[config.mk]
export PLATFORM = sky130hd
export DESIGN_NAME = jtpopeye_rom_arb
export DESIGN_NICKNAME = d
export VERILOG_FILES = /design/src/rtl/jtpopeye_rom_arb.sv
export SDC_FILE = /design/constraint.sdc
export NUM_CORES = 1
export LEC_CHECK = 0
export ABC_AREA = 1
export CORE_AREA = 2 2 187 143
export CTS_BUF_LIST = sky130_fd_sc_hd__clkbuf_2
export DETAILED_ROUTE_END_ITERATION = 10
export DIE_AREA = 0 0 189 145
export MAX_ROUTING_LAYER = met4
export PLACE_DENSITY = 0.77
export SLEW_MARGIN = 20
export SYNTH_ARGS = -nofsm -noshare
export SYNTH_HDL_FRONTEND = slang
export SYNTH_SLANG_ARGS = --single-unit
[constraint.sdc]
create_clock -name clk -period 3 [get_ports clk]
set_input_delay 0.45 -clock clk [delete_from_list [all_inputs] [get_ports clk]]
set_output_delay 0.45 -clock clk [all_outputs]
set_load 0.03 [all_outputs]
[src/rtl/jtpopeye_rom_arb.sv]
// rtl/jtpopeye_rom_arb.sv - round-robin SDRAM read arbiter with a one-word ROM cache per slot
module jtpopeye_rom_arb #(
    parameter int SLOTS = 4,
    parameter int AW    = 22,
    parameter int DW    = 32
) (
    input  logic                clk,
    input  logic                rst,
    input  logic                downloading,
    input  logic                loop_rst,
    input  logic [SLOTS-1:0]    slot_cs,
    input  logic [SLOTS*AW-1:0] slot_addr,
    output logic [SLOTS*DW-1:0] slot_data,
    output logic [SLOTS-1:0]    slot_ok,
    output logic [AW-1:0]       sdram_addr,
    output logic                sdram_req,
    input  logic                sdram_ack,
    input  logic [DW-1:0]       data_read,
    input  logic                data_rdy,
    output logic                refresh_en
);
    localparam int IW = $clog2(SLOTS);

    typedef enum logic [1:0] {IDLE, WAIT_ACK, WAIT_DATA} state_t;

    state_t         state_q, state_d;
    logic [SLOTS-1:0] valid_q, hit, miss;
    logic [AW-1:0]  tag_q  [SLOTS];
    logic [DW-1:0]  data_q [SLOTS];
    logic [AW-1:0]  addr_a [SLOTS];
    logic [IW-1:0]  last_q, gnt_q, pick, cand;
    logic           any_miss, dl_q, dl_fall, grant_en, fill_en;

    always_comb begin
        for (int i = 0; i < SLOTS; i++) begin
            addr_a[i]             = slot_addr[i*AW +: AW];
            hit[i]                = valid_q[i] && (tag_q[i] == addr_a[i]);
            miss[i]               = slot_cs[i] && !hit[i];
            slot_ok[i]            = slot_cs[i] && hit[i];
            slot_data[i*DW +: DW] = data_q[i];
        end
    end

    assign any_miss = |miss;
    assign dl_fall  = dl_q && !downloading;

    // Scan from farthest to nearest so the first missing slot after last wins.
    always_comb begin
        pick = last_q;
        cand = '0;
        for (int k = SLOTS; k >= 1; k--) begin
            cand = IW'((int'(last_q) + k) % SLOTS);
            if (miss[cand]) pick = cand;
        end
    end

    always_comb begin
        state_d  = state_q;
        grant_en = 1'b0;
        fill_en  = 1'b0;
        case (state_q)
            IDLE: begin
                if (!downloading && any_miss) begin
                    state_d  = WAIT_ACK;
                    grant_en = 1'b1;
                end
            end
            WAIT_ACK: begin
                if (sdram_ack) state_d = WAIT_DATA;
            end
            WAIT_DATA: begin
                if (data_rdy) begin
                    state_d = IDLE;
                    fill_en = 1'b1;
                end
            end
            default: state_d = IDLE;
        endcase
        if (loop_rst) begin
            state_d  = IDLE;
            grant_en = 1'b0;
            fill_en  = 1'b0;
        end
    end

    always_ff @(posedge clk) begin
        if (rst) state_q <= IDLE;
        else     state_q <= state_d;
    end

    always_ff @(posedge clk) begin
        if (rst) begin
            valid_q    <= '0;
            last_q     <= IW'(SLOTS-1);
            gnt_q      <= '0;
            sdram_addr <= '0;
            sdram_req  <= 1'b0;
            refresh_en <= 1'b0;
            dl_q       <= 1'b0;
            for (int i = 0; i < SLOTS; i++) begin
                tag_q[i]  <= '0;
                data_q[i] <= '0;
            end
        end else begin
            dl_q       <= downloading;
            refresh_en <= (state_q == IDLE) && !any_miss && !downloading;
            if (loop_rst) begin
                sdram_req <= 1'b0;
                valid_q   <= '0;
            end else begin
                if (grant_en) begin
                    gnt_q      <= pick;
                    sdram_addr <= addr_a[pick];
                    sdram_req  <= 1'b1;
                end else if (state_q == WAIT_ACK && sdram_ack) begin
                    sdram_req <= 1'b0;
                end
                // Tag comes from the latched request, so a moved slot address keeps missing.
                if (fill_en) begin
                    data_q[gnt_q] <= data_read;
                    tag_q[gnt_q]  <= sdram_addr;
                    last_q        <= gnt_q;
                end
                if (dl_fall)      valid_q        <= '0;
                else if (fill_en) valid_q[gnt_q] <= 1'b1;
            end
        end
    end
endmodule

After elaboration in Yosys (flattened, before gate mapping)

Memories as Yosys holds them, arrays and structs flattened.
Cells that the tools add are included.

Add/sub/neg operators: 4
Multiply operators: 0
Divide/modulo/power cells: 0
Order comparisons: 7
Eq/ne operators: 9
Shift-type cells: 0
Muxes and demuxes: 41
Bitwise gates (word level): 3
Reductions and logical operators: 34

Operators with widths:

| cell                                                       | count |
|---|---|
| equality test 22 bit                                       | 4 |
| 2-to-1 mux 22 bit                                          | 3 |
| binary-select mux 22 bit (select 2 bit)                    | 1 |
| 2-to-1 mux 32 bit                                          | 1 |
| OR reduction 32 bit                                        | 1 |
| OR reduction 22 bit                                        | 1 |
| 2-to-1 mux 1 bit                                           | 21 |
| logical AND 1 bit                                          | 18 |
| 2-to-1 mux 2 bit                                           | 9 |
| less-than comparator 2 x 3 -> 1 bit, second input constant | 5 |
| binary-select mux 1 bit (select 2 bit)                     | 4 |
| logical NOT 1 bit                                          | 6 |
| != test 2 bit, second input constant                       | 3 |
| one-hot mux 2 bit (3 select lines)                         | 1 |
| adder 2 x 1 -> 2 bit, second input constant                | 2 |
| adder 2 bit, second input constant                         | 2 |
| OR 4 bit                                                   | 1 |
| AND reduction 2 bit                                        | 2 |
| OR reduction 4 bit                                         | 1 |
| greater-or-equal comparator 3 bit, second input constant   | 1 |
| NOT 2 -> 3 bit                                             | 1 |
| AND reduction 3 bit                                        | 1 |
| OR reduction 3 bit                                         | 1 |
| demux 1 bit (select 2 bit)                                 | 1 |
| 7 further kinds                                            | 7 |

Register bits: 35
Latch bits: 0
RAM bits: 216
ROM bits: 0
Input port bits: 130
Output and inout bits: 156
Logic and storage cells: 108
Memories: 2

Memories:

| memory | depth | width | rd ports | clocked after memory_dff | write ports | line | text |
|---|---|---|---|---|---|---|---|
| data_q | 4     | 32    | 4        | 0                        | 4           | 29   | `logic [DW-1:0] data_q [SLOTS];` |
| tag_q  | 4     | 22    | 4        | 0                        | 4           | 28   | `logic [AW-1:0] tag_q [SLOTS];` |

Longest topological paths before layout

Gate-level depths: netlist (run 1).

Depth in word-level cells: 14
Gate-level depth with buffers: 21
Depth with buffers taken out: 20

Worst setup path after synthesis (run 1)

OpenSTA, ideal clock, no wires.

Path kind: input port to flip-flop
Start point: in loop_rst
End point: mem data_q[2][0] (enable)
Setup time: 0.626 ns
Data arrival time: 2.314 ns
Data required time: 2.374 ns
Path slack: 0.060 ns
Stages: 7
Path buffers: 2
Cell sequence: inv_1 -> nand3_1 -> inv_1 -> nand3_1 -> clkbuf_1 -> clkbuf_1 -> nand2_1

RTL lines:

| item        | line | text |
|---|---|---|
| from (decl) | 10   | `input logic loop_rst,` |
| to (decl)   | 29   |  |

==> results by group, run 1 <==
Status
  • Status: completed

Cells and area
  • Commonest non-fill, non-tap cell in the layout: nand2_1
  • Fin nets: 1812
  • Multi-input logic area: 3510 um^2
  • # fillers: about 2200
  • Register Area: just over 7000 um^2
  • Share of cells above drive strength 1: between 10% and 20%
  • Most frequent cells in the layout: 379 x nand2_1, 281 x clkdlybuf4s50_1, 238 x nor2_1, 216 x edfxtp_1, 185 x inv_1
  • Final std cells w/o fill: between 2000 and 2500
  • Area grow syn2layout: 35.1%
  • Core Util, Final: between 60% and 70%
  • Final instance area: around 16000 um^2

Timing
  • Endpoints failing hold: 0
  • Final Hold Slack: 0.203 ns
  • Fin. max-slew vios: 0
  • Measured slew at the worst slew-check pin: between 0.7 and 0.8 ns
  • Fmax: between 300 and 400 MHz
  • RSZ-0062 raised after global routing: false
  • Final setup fails: 0
  • Minimum clock period: around 2.8 ns
  • Part of the cycle the worst path needs: 94.3%
  • Fin Clk Skew: roughly 0.043 ns
  • Rel. slew slack: a little over 50%

Clock tree
  • Worst-path clk slew: ~0.10 ns
  • H-Tree Depth: 2
  • TritonCTS Buffers: ~60
  • CTS tree: yes
  • Clock Tree Buf Depth: 3
  • Clk Latency, worst-skew pair: 0.89 ns
  • # clock sinks: 251
  • Root buffer cell: clkbuf_2
  • Hold buffer count at CTS: 0

Floorplan
  • Die area: around 27000 um^2
  • Die width: between 150 and 200 um
  • # rows: 51
  • I/O pin cnt: around 290
  • Die height: between 100 and 150 um
  • Initial core utilization: roughly 45%
  • Core area: around 26000 um^2

Setup path
  • WS Path Type: flop to output pin
  • Worst Setup SP: tag_q[0][7]
  • Worst R2R Start: tag_q[2][5]
  • CP Max Fanout: 3
  • Worst path required time: approximately 2.6 ns
  • Startpoint types: flop
  • CP endpoint kind: output pin
  • Critical path data arrival time: around 2.4 ns

Global route
  • Grt ovf: 0
  • Initial antenna violation count: 1
  • Largest net degree at the start of global routing: 56
  • GRT Resource Usage Total: between 20% and 30%
  • Vias in the first global route: 9981
  • First-pass GRT wire length: ~55000 um

Drt
  • Initial drt markers: approximately 850
  • DR vias/cell: between 4 and 5
  • Post-route antenna net violation count: 0
  • Vias post-DR: around 10000
  • Final WL: about 37000 um
  • Wirelength per Cell: 17.8 um
  • 1st-pass router iterations: 5
  • # DRC: 0

Pwr
  • Power Dens Cells: roughly 460 nW/um^2
  • Tot Pwr: between 0.007 and 0.008 W
  • Leakage: around 7.0 nW
  • Max VDD drop: roughly 0.00033 V

Hold path
  • HP Start: downloading
  • Worst hold path class: input pin to flop

Synthesis
  • Unique masters post-synth: 23
  • Mapped Avg Cell Area: 8.75 um^2
  • Synthesized area: approximately 12000 um^2
  • Flops & latches, synth: approximately 250
  • Synth top area cells: edfxtp_1 56%, nand2_1 12%, nor2_1 8.0%
  • Mapped Nets: 1461
  • Synthesized instance count: ~1300
  • Top cell type's share of synthesized area: 55.7%
  • Yosys warning total: 0
  • Seq/Total Area, Yosys: 61.7%
  • Dominant cell type by area after synthesis: edfxtp_1

Placed design
  • Final HPWL DP: 27100 um
  • IO buf count: 285
  • Area after DPL: around 15000 um^2
  • GP Congestion: a little over 1
  • Placed Cells: 1962

Run
  • Max-cap violations: 0
## through the flow
stage / worst slack, ns / setup TNS, ns
after floorplan: 0.0601 / 0
after global placement: -0.123 / -2.21
after detailed placement: -0.158 / -2.70
after CTS: 0.0155 / 0
after global routing: 0.0100 / 0
final: 0.171 / 0
## logic make-up (layout without fill, tap and decap cells)
kind of cell | count (synthesis) | after routing | synth area share, %
simple gates | 756 | 756 | 26.3
xor+xnor | 10 | 10 | 0.752
flops | 251 | 251 | 61.7
compound gates | 59 | 59 | 2.54
other cells | 0 | 1 | 0
buf+inv | 255 | 641 | 8.62
## cell type report
cell class	instances	area share [%]
Inverter	209	4.99
Sequential cell	251	45.7
Timing Repair Buffer	334	20.9
Tap cell	344	2.74
Antenna cell	1	0.0159
Multi-Input combinational cell	825	22.4
Clock buffer	88	2.80
Clock inverter	10	0.493
## power by group
group	switching (W)	internal (W)	total, W	leakage [nW]
clock network	0.00135	0.000870	0.00222	0.398
logic	0.000636	0.000455	0.00109	4.12
registers	0.0000630	0.00389	0.00395	2.53
## worst max-delay path, stage by stage, from the launching register on
cell,delay (ns)
edfxtp_1,0.40
nand2_1,0.08
o21ai_1,0.06
nor2_1,0.21
nand2_1,0.08
nor2_1,0.13
nand3_2,0.16
buf_4,0.18
nor2_1,0.08
buf_4,0.16
## final timing paths
path / to / slack, ns / cells past startpoint
setup reg to reg: sdram_addr[8] / 0.49 / 16
hold / removal: dl_q / 0.20 / 3
setup / recovery: slot_ok[0] / 0.17 / 9
hold reg to reg: valid_q[1] / 0.47 / 2
## registers in the layout (all words and copies together) (netlist names)
register and count:
data_q 128, dl_q 1, gnt_q 2, last_q 2
refresh_en 1, sdram_addr 22, sdram_req 1, state_q 2
tag_q 88, valid_q 4
## layer usage
metal / vias to the layer above / track usage [%] / routed length (um)
met3: 74 / 10.1 / 4600
li1: 4909 / - / -
met5: - / - / 0
met1: 4613 / 34.7 / 14800
met2: 513 / 41.1 / 16400
met4: 0 / 7.85 / 928
## timing repair
item	CTS	global route
setup buffers	0	1
setup endpoints to repair	0	4
resized for setup	0	11
## cells in the mapped netlist
| master | number |
|---|---|
| nand3_4 | 1 |
| edfxtp_1 | 216 |
| inv_1 | 185 |
| nand2_1 | 384 |
| a21oi_1 | 33 |
| o21ai_1 | 17 |
| xnor2_1 | 10 |
| nand2_8 | 1 |
| clkbuf_1 | 22 |
| nor2_2 | 1 |
| nand3b_1 | 4 |
| inv_2 | 24 |
| buf_1 | 7 |
| nand3_2 | 4 |
| buf_6 | 4 |
| nor2_1 | 247 |
| nand2_4 | 1 |
| buf_2 | 13 |
| nand4_1 | 1 |
| nand2_2 | 5 |
| nand3_1 | 107 |
| dfxtp_1 | 35 |
| o21ai_0 | 9 |
No activity file was read; power rests on OpenSTA's default activity.
==> run 2: changes to the inputs <==
MAX_ROUTING_LAYER = not set   (was met4)
==> results by group, run 2 (synthesized netlist as in run 1, its figures left out) <==
Status
  • Status: completed

Placed design
  • Post-place setup slack: -0.0410 ns (+0.117 ns)
  • Area after DPL: 15200 um^2 (+0.28%)
  • GP Congestion: 0.942 (-6.3%)
  • IO buf count: 285 (unchanged)
  • Final HPWL DP: 26800 um (-1.1%)

Global route
  • Initial antenna violation count: 1 (unchanged)
  • First-pass GRT wire length: 55700 um (+0.34%)
  • Vias in the first global route: 10200 (+2.0%)
  • GRT Resource Usage Total: 26.5% (-0.86 points)
  • Largest net degree at the start of global routing: 56 (unchanged)
  • Grt ovf: 0 (unchanged)

Cells and area
  • Largest Register: data_q
  • Share of cells above drive strength 1: 11.8% (+0.21 points)
  • Max reg flops: 128 (unchanged)
  • Area grow syn2layout: 35.8%
  • Fin nets: 1820 (+0.44%)
  • Most frequent cells in the layout: 379 x nand2_1, 281 x clkdlybuf4s50_1, 246 x nor2_1, 216 x edfxtp_1, 185 x inv_1
  • Commonest non-fill, non-tap cell in the layout: nand2_1
  • Final instance area: 15800 um^2 (+0.56%)
  • Core Util, Final: 61.8% (+0.35 points)
  • Biggest regs: data_q (128), tag_q (88), sdram_addr (22)

Timing
  • Endpoints failing hold: 0 (unchanged)
  • Final Hold Slack: 0.248 ns (+0.0451 ns)
  • Minimum clock period: 2.78 ns (-0.0449 ns)
  • RSZ-0062 raised after global routing: false
  • Fin Clk Skew: 0.0795 ns (+0.0368 ns)
  • Rel. slew slack: 50.8% (+0.45 points)
  • Fin. max-slew vios: 0 (unchanged)
  • Final setup fails: 0 (unchanged)
  • Measured slew at the worst slew-check pin: 0.737 ns (-0.00673 ns)
  • Slack of the critical path: 0.216 ns (+0.0449 ns)
  • Part of the cycle the worst path needs: 92.8% (-1.5 points)
  • Fmax: 359 MHz (+1.6%)

Clock tree
  • TritonCTS Buffers: 66 (+8.2%)
  • # clock sinks: 251 (unchanged)
  • CTS tree: yes
  • Clk Latency, worst-skew pair: 0.87 ns (-0.02 ns)
  • H-Tree Depth: 3 (+1)
  • Clock Tree Buf Depth: 3 (unchanged)
  • Root buffer cell: clkbuf_2
  • Worst-path clk slew: 0.12 ns (+0.02 ns)
  • Post-CTS Setup Inserts: 0 (unchanged)

Setup path
  • R2r setup slk: 0.48 ns (about the same)
  • WS Path Type: flop to output pin
  • Critical path data arrival time: 2.33 ns (-0.05 ns)
  • CP Max Fanout: 3 (unchanged)
  • Worst path required time: 2.55 ns (about the same)
  • Startpoint types: flop
  • CP endpoint kind: output pin

Pwr
  • Seq pwr share: 53.0% (-1.4 points)
  • Tot Pwr: 0.00746 W (+2.7%)
  • Max VDD drop: 0.000324 V (-2.2%)
  • Comb pwr share: 14.6% (-0.4 points)
  • Sw frac: 28.9% (+0.73 points)
  • Switching power: 0.00216 W (+5.4%)
  • Power Dens Cells: 472 nW/um^2 (+2.1%)
  • Leakage: 7.12 nW (+1.0%)
  • Cell-internal power: 0.00530 W (+1.7%)
  • Power share of the clock group: 32.4% (+1.9 points)

Drt
  • Wirelength per Cell: 17.3 um (-2.7%)
  • Post-route antenna net violation count: 0 (unchanged)
  • Vias post-DR: 10200 (+1.1%)
  • DR vias/cell: 4.91 (+0.12%)
  • Final WL: 36100 um (-1.7%)
  • 1st-pass router iterations: 5 (unchanged)
  • # DRC: 0 (unchanged)
  • Initial drt markers: 987 (+17%)

Hold path
  • Worst hold path class: input pin to flop

Floorplan
  • # rows: 51 (unchanged)
  • Initial core utilization: 45.5% (unchanged)
  • I/O pin cnt: 286 (unchanged)
  • Core area: 25600 um^2 (unchanged)
  • Die width: 189 um (unchanged)
  • Die height: 145 um (unchanged)
  • Die area: 27400 um^2 (unchanged)

Run
  • Max-cap violations: 0 (unchanged)
run 2: per-stage QoR:
step,cells,setup TNS [ns]
finish,2083,0
global route,2082,0
detailed placement,1966,-0.151
CTS,2082,0
floorplan,1331,0
global placement,1966,0
run 2: what timing repair did:
action                                  in CTS  in global routing
resized for setup                            0                  1
hold buffers                                 0                  0
endpoints found under the setup margin       0                  1
run 2: area by class of cell:
type                    count  area, um^2
repair buffers            337        3320
flip-flops and latches    251        7190
well taps                 344         430
clock buffers              95         475
inverters                 209         785
fillers                  2159        9780
diodes                      1        2.50
multi-input cells         825        3480
clock inverters            21         131
run 2: power by group through the flow:
stage               Clock [W]  Sequential (W)  Combinational [W]
floorplan                   0         0.00418           0.000374
CTS                   0.00247         0.00395            0.00108
detailed placement          0         0.00403            0.00108
global placement            0         0.00403            0.00108
finish                0.00242         0.00395            0.00109
global route          0.00264         0.00397            0.00117
run 2: final timing paths:
path,startpoint,endpoint,cells past startpoint
min,sdram_ack,state_q[1],3
max reg2reg,tag_q[2][5],sdram_addr[5],16
max,tag_q[2][5],slot_ok[2],7
min reg2reg,valid_q[1],valid_q[1],2
run 2: worst max-delay path, cell delays in order, from the launching register on:
cell      delay (ns)
edfxtp_1        0.42
xnor2_1         0.27
nand3_1         0.11
nor2_1          0.12
nand3_1         0.17
buf_4           0.19
nor2_1          0.08
buf_4           0.16
run 2: metal layers:
layer  global-route usage, %  share of wire [%]  up-vias
met3                    11.3                 13       68
met1                    33.5                 40     4673
met5                       0                  0        -
met4                    9.14                2.7        0
li1                        -                  -     4935
met2                    40.8                 45      548
